[config.mk]
export PLATFORM = sky130hd
export DESIGN_NAME = key_debounce
export DESIGN_NICKNAME = d
export VERILOG_FILES = /design/src/rtl/key_debounce.sv
export SDC_FILE = /design/constraint.sdc
export NUM_CORES = 1
export LEC_CHECK = 0
export BUFFER_PORTS_ARGS = -buffer_cell sky130_fd_sc_hd__buf_2
export CAP_MARGIN = 20
export CORE_UTILIZATION = 49
export DETAILED_ROUTE_END_ITERATION = 10
export GPL_TIMING_DRIVEN = 1
export PLACE_DENSITY = 0.62
export SETUP_SLACK_MARGIN = 0.2
export SKIP_LAST_GASP = 1
export SLEW_MARGIN = 20
export SYNTH_ARGS = -nofsm -noshare
export SYNTH_HDL_FRONTEND = slang
export SYNTH_SLANG_ARGS = --single-unit
export TNS_END_PERCENT = 100
[constraint.sdc]
create_clock -name CLOCK_50 -period 5.35 [get_ports CLOCK_50]
set_input_delay 0.2675 -clock CLOCK_50 [delete_from_list [all_inputs] [get_ports CLOCK_50]]
set_output_delay 0.2675 -clock CLOCK_50 [all_outputs]
set_load 0.05 [all_outputs]
[src/rtl/key_debounce.sv]
// Per-key conditioning of the active-low DE-series KEY pushbuttons: 2-flop synchroniser,
// counter debounce, one-cycle PRESS/RELEASE strobes and an optional hold-to-repeat pulse train.
module key_debounce #(
  parameter int N_KEYS          = 4,
  parameter int DEBOUNCE_CYCLES = 1_000_000,
  parameter int REPEAT_DELAY    = 25_000_000,
  parameter int REPEAT_RATE     = 5_000_000
) (
  input  logic              CLOCK_50,
  input  logic              Resetn,
  input  logic [N_KEYS-1:0] KEY_IN,
  input  logic              REPEAT_EN,
  output logic [N_KEYS-1:0] KEY_LEVEL,
  output logic [N_KEYS-1:0] PRESS,
  output logic [N_KEYS-1:0] RELEASE,
  output logic [N_KEYS-1:0] REPEAT
);

  localparam int DCW  = $clog2(DEBOUNCE_CYCLES) + 1;
  localparam int RMAX = (REPEAT_DELAY > REPEAT_RATE) ? REPEAT_DELAY : REPEAT_RATE;
  localparam int RCW  = $clog2(RMAX) + 1;

  localparam logic [DCW-1:0] DB_LAST    = DCW'(DEBOUNCE_CYCLES - 1);
  localparam logic [RCW-1:0] DELAY_LAST = RCW'(REPEAT_DELAY - 1);
  localparam logic [RCW-1:0] RATE_LAST  = RCW'(REPEAT_RATE - 1);

  typedef enum logic [1:0] {
    IDLE = 2'd0,
    HOLD = 2'd1,
    RPT  = 2'd2
  } rpt_state_t;

  logic [N_KEYS-1:0] sync1_r;
  logic [N_KEYS-1:0] sync2_r;

  // Two-flop synchroniser; idles at the released level (1) out of reset.
  always_ff @(posedge CLOCK_50 or negedge Resetn) begin
    if (!Resetn) begin
      sync1_r <= {N_KEYS{1'b1}};
      sync2_r <= {N_KEYS{1'b1}};
    end else begin
      sync1_r <= KEY_IN;
      sync2_r <= sync1_r;
    end
  end

  for (genvar k = 0; k < N_KEYS; k++) begin : g_key
    logic [DCW-1:0] db_cnt_r, db_cnt_s;
    logic           level_r, level_s;
    logic           press_r, press_s;
    logic           release_r, release_s;
    logic           repeat_r, repeat_s;
    logic [RCW-1:0] rcnt_r, rcnt_s;
    rpt_state_t     state_r, state_s;

    // Debounce: a new level must be seen on DEBOUNCE_CYCLES consecutive edges.
    always_comb begin
      db_cnt_s  = db_cnt_r;
      level_s   = level_r;
      press_s   = 1'b0;
      release_s = 1'b0;
      if (sync2_r[k] == level_r) begin
        db_cnt_s = {DCW{1'b0}};
      end else if (db_cnt_r == DB_LAST) begin
        db_cnt_s  = {DCW{1'b0}};
        level_s   = sync2_r[k];
        press_s   = ~sync2_r[k];
        release_s = sync2_r[k];
      end else begin
        db_cnt_s = db_cnt_r + DCW'(1'b1);
      end
    end

    // Repeat FSM next state; a release always wins over a REPEAT that is due.
    always_comb begin
      state_s  = state_r;
      rcnt_s   = rcnt_r;
      repeat_s = 1'b0;
      if (release_s) begin
        state_s = IDLE;
        rcnt_s  = {RCW{1'b0}};
      end else begin
        case (state_r)
          IDLE: begin
            rcnt_s = {RCW{1'b0}};
            if (press_s) begin
              state_s = HOLD;
            end else begin
              state_s = IDLE;
            end
          end
          HOLD: begin
            if (!REPEAT_EN) begin
              rcnt_s = {RCW{1'b0}};
            end else if (rcnt_r == DELAY_LAST) begin
              repeat_s = 1'b1;
              state_s  = RPT;
              rcnt_s   = {RCW{1'b0}};
            end else begin
              rcnt_s = rcnt_r + RCW'(1'b1);
            end
          end
          RPT: begin
            if (!REPEAT_EN) begin
              state_s = HOLD;
              rcnt_s  = {RCW{1'b0}};
            end else if (rcnt_r == RATE_LAST) begin
              repeat_s = 1'b1;
              rcnt_s   = {RCW{1'b0}};
            end else begin
              rcnt_s = rcnt_r + RCW'(1'b1);
            end
          end
          default: begin
            state_s = IDLE;
            rcnt_s  = {RCW{1'b0}};
          end
        endcase
      end
    end

    // Per-key state and registered outputs.
    always_ff @(posedge CLOCK_50 or negedge Resetn) begin
      if (!Resetn) begin
        db_cnt_r  <= {DCW{1'b0}};
        level_r   <= 1'b1;
        press_r   <= 1'b0;
        release_r <= 1'b0;
        repeat_r  <= 1'b0;
        rcnt_r    <= {RCW{1'b0}};
        state_r   <= IDLE;
      end else begin
        db_cnt_r  <= db_cnt_s;
        level_r   <= level_s;
        press_r   <= press_s;
        release_r <= release_s;
        repeat_r  <= repeat_s;
        rcnt_r    <= rcnt_s;
        state_r   <= state_s;
      end
    end

    assign KEY_LEVEL[k] = level_r;
    assign PRESS[k]     = press_r;
    assign RELEASE[k]   = release_r;
    assign REPEAT[k]    = repeat_r;
  end

endmodule
# After elaboration in Yosys (flattened, before gate mapping)

Index checks and enable logic that the tools add are counted.

Bits in registers: 220
Logic and storage cells: 187

Add/subtract/negate cells: 8
Equality and inequality tests: 36
Muxes and demuxes: 93
Bitwise gates (word level): 8
Reduce and logical (&&, ||, !) cells: 12

Operators by type and width:

| kind                                                                     | number |
|---|---|
| 26-bit two-way mux                                                       | 20 |
| 26-bit case mux with 2 select lines                                      | 4 |
| 21-bit two-way mux                                                       | 8 |
| 26-bit by 1-bit adder with 26-bit output (second input constant)         | 4 |
| 26-bit by 23-bit equality test with 1-bit output (second input constant) | 4 |
| 26-bit by 25-bit equality test with 1-bit output (second input constant) | 4 |
| 21-bit by 1-bit adder with 21-bit output (second input constant)         | 4 |
| 21-bit by 20-bit equality test with 1-bit output (second input constant) | 4 |
| 1-bit two-way mux                                                        | 40 |
| 3-bit != test (second input constant)                                    | 12 |
| 2-bit two-way mux                                                        | 13 |
| 2-bit case mux with 3 select lines                                       | 4 |
| 3-bit AND reduction                                                      | 4 |
| 2-bit by 1-bit equality test with 1-bit output (second input constant)   | 4 |
| 2-bit equality test (second input constant)                              | 4 |
| 2-bit zero test                                                          | 4 |
| 1-bit inverter                                                           | 8 |
| 1-bit case mux with 2 select lines                                       | 4 |
| 2-bit AND reduction                                                      | 4 |
| 1-bit equality test                                                      | 4 |

# Logic depth before layout (Yosys ltp)

Gate-level depths: netlist of run 1.

Depth after elaboration: 6
Depth in mapped cells: 9
Mapped depth without buffers: 6

# Least setup slack after synthesis of run 1

OpenSTA, ideal clock, no wires.

Path kind: register -> register
Start point: register g_key[2].db_cnt_r[7]
End point: register g_key[2].rcnt_r[15]
Setup time: 119 ps
Arrival time: 1,998 ps
Required time: 5,231 ps
Path slack: 3,234 ps
Stages on the path, launching flop included: 8
Buffers on the path: 2
Clock period less this slack: 2,116 ps
Cells stage by stage: dfrtp_1 > or4_1 > or4_4 > nor4_4 > a211o_1 > buf_4 > buf_6 > nor2_1

Cells in the longest elaborated chain, start to end: 4

RTL lines:

| element                                          | line | RTL |
|---|---|---|
| from (decl)                                      | 48   | `logic [DCW-1:0] db_cnt_r, db_cnt_s;` |
| from (signal assigned)                           | 125  | `db_cnt_r <= {DCW{1'b0}};` |
| from (signal assigned)                           | 133  | `db_cnt_r <= db_cnt_s;` |
| 21-bit by 20-bit equality test with 1-bit output | 64   | `end else if (db_cnt_r == DB_LAST) begin` |
| 1-bit two-way mux                                | 64   |  |
| 1-bit two-way mux                                | 62   | `if (sync2_r[k] == level_r) begin` |
| via g_key[2].release_s                           | 51   | `logic release_r, release_s;` |
| 26-bit two-way mux                               | 79   | `if (release_s) begin` |
| via g_key[2].rcnt_s[15]                          | 53   | `logic [RCW-1:0] rcnt_r, rcnt_s;` |
| to (signal assigned)                             | 130  | `rcnt_r <= {RCW{1'b0}};` |
| to (signal assigned)                             | 138  | `rcnt_r <= rcnt_s;` |
| to (decl)                                        | 53   |  |

The timed path passes the listed nets, and every way through them passes these cells.
A chain may end at the register's enable or synchronous reset.

# Worst setup path after layout of run 1

Start point: register g_key[2].db_cnt_r[6]
End point: register g_key[2].rcnt_r[19]

The elaborated chain is that of the path after synthesis.

==> out/metrics.yaml, run 1 <==
antenna_left: 0
cp_top_family: "simple AND/OR/NAND/NOR gates"
synth_ff_type: "dfrtp_1"
die_y_um: 154
powerDensity_nw_per_um2: 314
rrSetupSlack_ps: 2700
min-delay-start: "REPEAT_EN"
wire_per_inst_um: 14.7
dieArea_um2: 23600
diodes: 0
cts_sinks: 220
cts-htree-levels: 1
arrival_ps: 3030
chipWidth_um: 154
ioPinCount: 23
async_flop_share_pct: 100
cts_root_buf: "clkbuf_16"
syn_area_um2: 11300
synth_edf_count: 0
syn_avg_cell_area_um2: 9.74
r2r_start: "g_key[2].db_cnt_r[6]$_DFF_PN0_"
place_inst: 1414
yosysSeqAreaShare_pct: 49.0
nets: 1193
start_util_pct: 49.9
worstPathRequired_ps: 5730
io_buffers: 22
max_slew_margin_pct: 36.4
cts_tree: "done"
numCtsBuffers: 26
grt_use_total_pct: 19.3
netlist_instances: 1156
fin_crit_ps: 2650
synthesis.nets: 1187
min_path_type: "in -> reg"
seq_area_um2: 5520
cp.buffers_inverters: 0
finalCritPeriodShare_pct: 49.5
stdcell_count: 1467
crit_path_end_kind: "flip-flop"
clk_latency_ps: 530
area_growth_pct: 11.1
nFillCells: 2057
slew_violations: 0
slowest_delay_ps: 730
multi_input_area_um2: 5320
crit_type: "reg -> reg"
dp_hpwl_um: 14000
ys_types: 49
fmax_mhz: 377
ir_worst_vdd_mv: 0.227
fp-row-count: 55
gp_congestion: 0.784
first_iter_violations: 452
holdPathStages: 3
vias: 8028
clock_path_buffers: 3
drc: 0
cpMaxStageDelayCell: "a211o_1"
status: "finished clean"
grt_overflow: 0
grt_max_degree: 124
finClkSkew_ps: 24.2
yosys_register_bits: 220
start_kind: "flip-flop"
crit-reg2reg-capture: "g_key[2].rcnt_r[19]$_DFF_PN0_"
tightest_slew_ps: 947
final-setup-viol-count: 0
reg2regPathDepth: 5
routed_wl_um: 21600
hold_end: "g_key[1].repeat_r$_DFF_PN0_"
grt_pass1_wl_um: 38400
antenna_found_initial: 0
viasPerCell: 5.47
core-area_um2: 22600
rsz0062_at_grt: "no"
post_cts.repair.setup_buffers: 0
drive_gt1_share_pct: 8.29
drt_pre_antenna_iters: 4
grt_pass1_vias: 7998
max_cap_viol_count: 0
p_leak_nw: 5.24
final.setup.tns_ps: 0
path_cells: "or4_1 > or4_4 > nor4_4 > a211o_1 > nor2_1"
path_clk_slew_ps: 60
hold_viol_final: 0
synth_warnings: 0
cp_max_fo: 26
sequential cells by signal (all words and copies together), names as in the netlist:
register	count
g_key.rcnt_r	104
sync1_r	4
g_key.press_r	4
g_key.state_r	8
g_key.release_r	4
g_key.repeat_r	4
sync2_r	4
g_key.db_cnt_r	84
g_key.level_r	4
cell families (layout without fill, tap and decap cells):
| family | after synthesis | count (layout) | synth area share [%] |
|---|---|---|---|
| AOI/OAI and AO/OA | 46 | 46 | 2.63 |
| xor gates and xnor gates | 171 | 171 | 13.3 |
| adders and majority gates | 24 | 24 | 2.67 |
| buffers and inverters | 81 | 107 | 3.79 |
| DFF | 220 | 220 | 49.0 |
| muxes | 8 | 8 | 0.733 |
| and+or+nand+nor | 606 | 606 | 27.8 |
cells in the mapped netlist (5+ instances only):
library cell / count / area, um2
buf_4: 22 / 165
or3_1: 6 / 37.5
and3_1: 26 / 163
inv_1: 29 / 109
a21oi_1: 11 / 55.1
and4_1: 21 / 184
nor3b_1: 6 / 45.0
nor4_1: 25 / 156
buf_2: 8 / 40.0
nor4b_1: 10 / 87.6
nor2_1: 218 / 818
or4_1: 7 / 52.6
nand3_1: 73 / 365
nand2_1: 74 / 278
o21ai_0: 11 / 55.1
dfstp_2: 12 / 315
nor4bb_1: 10 / 100
xor2_1: 103 / 902
xnor2_1: 68 / 596
nor3_1: 31 / 155
clkbuf_1: 18 / 67.6
and2_1: 11 / 68.8
nand4_1: 60 / 375
nand2b_1: 6 / 37.5
ha_1: 24 / 300
dfrtp_1: 208 / 5200
mux2i_1: 6 / 60.1
a21o_1: 5 / 37.5
worst max-delay path by stage:
stage	startpoint	end	slack, ps	cells after the start
after floorplan	g_key[2].db_cnt_r[7]$_DFF_PN0_	g_key[2].rcnt_r[15]$_DFF_PN0_	3230	7
after global placement	g_key[2].db_cnt_r[6]$_DFF_PN0_	g_key[2].rcnt_r[22]$_DFF_PN0_	2740	5
after detailed placement	g_key[2].db_cnt_r[6]$_DFF_PN0_	g_key[2].rcnt_r[12]$_DFF_PN0_	2660	5
after CTS	g_key[2].db_cnt_r[7]$_DFF_PN0_	g_key[2].rcnt_r[19]$_DFF_PN0_	2670	5
after global routing	g_key[2].db_cnt_r[0]$_DFF_PN0_	g_key[2].rcnt_r[15]$_DFF_PN0_	2470	6
final	g_key[2].db_cnt_r[6]$_DFF_PN0_	g_key[2].rcnt_r[19]$_DFF_PN0_	2700	5
power by group:
part           internal (W)  switching [W]  total [W]
clock               0.00132       0.000707    0.00203
combinational     0.0000545       0.000125   0.000180
sequential          0.00169      0.0000252    0.00172
repair_timing:
action,in CTS,in global routing
gates resized for setup,0,0
hold buffers,5,0
endpoints found under the hold margin,117,0
area by class of cell:
class	count	area share, %
Sequential cell	220	44.1
Multi-Input combinational cell	855	42.5
Clock buffer	29	5.54
Tap cell	285	2.85
Clock inverter	19	2.47
Timing Repair Buffer	30	1.64
Inverter	29	0.870
per-stage QoR:
| step | util (%) | setup WS (ps) | hold slack (ps) | total power [W] | cell area (um2) |
|---|---|---|---|---|---|
| after floorplan | - | 3230 | -28.1 | 0.00187 | 11300 |
| after global placement | 50.7 | 2740 | 346 | 0.00193 | 11500 |
| after detailed placement | 50.7 | 2660 | 347 | 0.00193 | 11500 |
| after CTS | 55.4 | 2670 | 155 | 0.00399 | 12500 |
| after global routing | 55.4 | 2470 | 168 | 0.00408 | 12500 |
| final | 55.4 | 2700 | 169 | 0.00392 | 12500 |
layout by cell type (no fill, tap or decap), types with 24 or more instances in the layout:
cell,instances
nor2_1,218
nor3_1,30
nand3_1,73
dfrtp_1,208
nor4_1,25
nand4_1,60
clkbuf_16,27
and3_1,26
xnor2_1,68
ha_1,24
xor2_1,103
nand2_1,74
inv_1,29
layer usage:
| layer | routed length, um | up-vias | track usage, % |
|---|---|---|---|
| li1 | - | 3999 | - |
| met1 | 10500 | 3895 | 27.1 |
| met2 | 10100 | 108 | 31.7 |
| met3 | 657 | 26 | 2.56 |
| met4 | 427 | 0 | 4.67 |
| met5 | 0 | - | 0 |
worst reg2reg max path, delay by kind of cell, from the launching register on:
family,cells,cell delay (ps)
AOI/OAI and AO/OA,1,730
DFF,1,420
and+or+nand+nor,4,1340
Note: power is estimated with default switching activity, not from simulation.
==> run 2: changes to the inputs <==
Settings changed: ABC_AREA from default to 1.
Clock period 5.35 ns to 2.6 ns, I/O delays scaled along.
==> out/metrics.yaml, run 2 <==
core-area_um2: 26100  # +16%
hold_buffers: 5  # unchanged
ir_worst_vdd_mv: 0.571  # +150%
min_path_type: "in -> reg"
post_cts.repair.setup_buffers: 0  # unchanged
final_common_cell: "nand2_1"
fp-row-count: 59  # +7.3%
vias: 11000  # +37%
layout_setup_ws_ps: 449  # -2250 ps
dp_slack_ps: 456  # -2200 ps
ioPinCount: 23  # unchanged
grt_overflow: 0  # unchanged
routed_wl_um: 28100  # +30%
cts_root_buf: "clkbuf_16"
final-setup-viol-count: 0  # unchanged
syn_area_um2: 13100  # +16%
antenna_left: 0  # unchanged
clk_latency_ps: 530  # about the same
drive_gt1_share_pct: 10.3  # +2.0 points
max_slew_margin_pct: 34.2  # -2.1 points
start_kind: "flip-flop"
path_clk_slew_ps: 60  # about the same
area_growth_pct: 10.0
crit_path_end_kind: "flip-flop"
yosysSeqAreaShare_pct: 42.2  # -6.9 points
start_util_pct: 50.1  # +0.21 points
wire_per_inst_um: 13.2  # -10%
hold_viol_final: 0  # unchanged
cp_max_fo: 13  # -50%
cts_resized: 0  # unchanged
dieArea_um2: 27400  # +16%
slew_violations: 0  # unchanged
numCtsBuffers: 26  # unchanged
max_cap_viol_count: 0  # unchanged
finalCritPeriodShare_pct: 82.7  # +33 points
fin_hold_ws_ps: 89.2  # -79.8 ps
fin_util_pct: 55.1  # -0.31 points
synth_top_area_cell: "dfrtp_1"
drc: 0  # unchanged
fmax_mhz: 465  # +23%
r2r_start: "g_key[0].db_cnt_r[0]$_DFF_PN0_"
grt_use_total_pct: 21.7  # +2.4 points
syn_avg_cell_area_um2: 7.50  # -23%
viasPerCell: 5.17  # -5.6%
synthesis.nets: 1777  # +50%
top_regs: "g_key.rcnt_r: 104 flops, g_key.db_cnt_r: 84 flops, g_key.state_r: 8 flops"
crit_type: "reg -> reg"
synth_warnings: 0  # unchanged
nets: 1805  # +51%
first_iter_violations: 675  # +49%
synthTopCellsByCount: "nand2_1, nor2_1, inv_1"
synth.most_common_cell: "nand2_1"
nFillCells: 2516  # +22%
powerDensity_nw_per_um2: 560  # +79%
top_register: "g_key.rcnt_r"
cts-htree-levels: 1  # unchanged
gp_congestion: 0.937  # +19%
netlist_instances: 1746  # +51%
largest_register_ffs: 104  # unchanged
cts_sinks: 220  # unchanged
p_leak_nw: 6.15  # +17%
die_y_um: 165  # +7.7%
diodes: 0  # unchanged
drt_pre_antenna_iters: 7  # +3
worstPathRequired_ps: 3020  # -2710 ps
dp_hpwl_um: 20700  # +48%
yosys_register_bits: 220  # unchanged
startpoint: "g_key[0].db_cnt_r[0]$_DFF_PN0_"
io_buffers: 22  # unchanged
final.setup.tns_ps: 0  # unchanged
rsz0062_at_grt: "no"
arrival_ps: 2570  # -460 ps
cts_tree: "done"
fin_crit_ps: 2150  # -499 ps
finClkSkew_ps: 10.5  # -13.8 ps
min-delay-start: "REPEAT_EN"
grt_pass1_wl_um: 49400  # +29%
grt_pass1_vias: 10700  # +34%
antenna_found_initial: 0  # unchanged
yosysTopAreaCellShare_pct: 39.8  # -6.5 points
async_flop_share_pct: 100  # unchanged
ys_types: 53  # +8.2%
clock_path_buffers: 3  # unchanged
mostFrequentLayoutCells: "nand2_1, nor2_1, inv_1, dfrtp_1, nand3_1"
synth_ff_type: "dfrtp_1"
status: "finished clean"
tightest_slew_ps: 980  # +32.9 ps
synth_edf_count: 0  # unchanged
grt_max_degree: 91  # -27%
ys_top_cells_by_area: "dfrtp_1, nand2_1, nor2_1"
chipWidth_um: 165  # +7.7%
## run 2: cell types whose count changed after synthesis, sizes merged, moves of 56 or more
cell   delta
xor2     -61
nand3    +86
xnor2    -56
nor3     +64
inv     +203
nor2    +141
nand2   +289
## run 2: routing by layer
| layer | routed length [um] | part of all wire [%] | global-route usage, % | up-vias |
|---|---|---|---|---|
| met1 | 13900 | 49 | 29.9 | 5151 |
| met3 | 860 | 3.1 | 2.60 | 45 |
| met5 | 0 | 0 | 0 | - |
| met4 | 563 | 2.0 | 5.04 | 0 |
| li1 | - | - | - | 5643 |
| met2 | 12800 | 46 | 36.3 | 159 |
## run 2: worst max-delay path, stage by stage (launching register included)
cell and delay (ps):
dfrtp_1 400, ha_1 190, nand2_1 100, nor2_4 180, nand3_1 90, nor2_1 170
nand2_1 120, o21ai_1 540, and3b_1 260
## run 2: kinds of logic (layout without fill, tap and decap cells)
kind of cell,after synthesis,count (layout),share of synthesized area [%]
AO/OA/AOI/OAI,98,98,4.14
XOR/XNOR,54,54,3.61
adder cells (fa/ha/maj),24,24,2.29
buffers and inverters,266,313,8.56
flip-flops,220,220,42.2
AND/OR/NAND/NOR,1084,1084,39.2
## run 2: per-stage QoR
step                instance area, um2  total power [W]  cells
finish                           14400          0.00807   2128
global route                     14400          0.00844   2128
CTS                              14400          0.00819   2128
detailed placement               13500          0.00441   2076
global placement                 13500          0.00440   2076
floorplan                        13100          0.00418   1746
## run 2: power by group
part / switching (W) / total (W) / internal, W
Clock: 0.00146 / 0.00372 / 0.00226
Sequential: 0.0000652 / 0.00356 / 0.00349
Combinational: 0.000541 / 0.000795 / 0.000254
Total: 0.00206 / 0.00807 / 0.00601
## run 2: worst paths after layout
kind                                                   end  slack, ps  depth (start not counted)
hold / removal                g_key[0].rcnt_r[1]$_DFF_PN0_         90                          3
hold reg to reg                       sync2_r[3]$_DFF_PN1_        360                          0
max in group asynchronous     g_key[1].level_r$_DFFE_PN1P_       1540                          3
setup reg to reg           g_key[0].db_cnt_r[16]$_DFF_PN0_        450                          8
min in group asynchronous  g_key[3].db_cnt_r[11]$_DFF_PN0_        190                          2
setup / recovery           g_key[0].db_cnt_r[16]$_DFF_PN0_        450                          8
## run 2: layout make-up
class / instances / area (um2) / area share, %
multi-input cells: 1260 / 6450 / 44.8
flip-flops and latches: 220 / 5520 / 38.3
inverters: 232 / 873 / 6.06
clock buffers: 32 / 714 / 4.96
well taps: 335 / 419 / 2.91
repair buffers: 34 / 248 / 1.72
clock inverters: 15 / 180 / 1.25
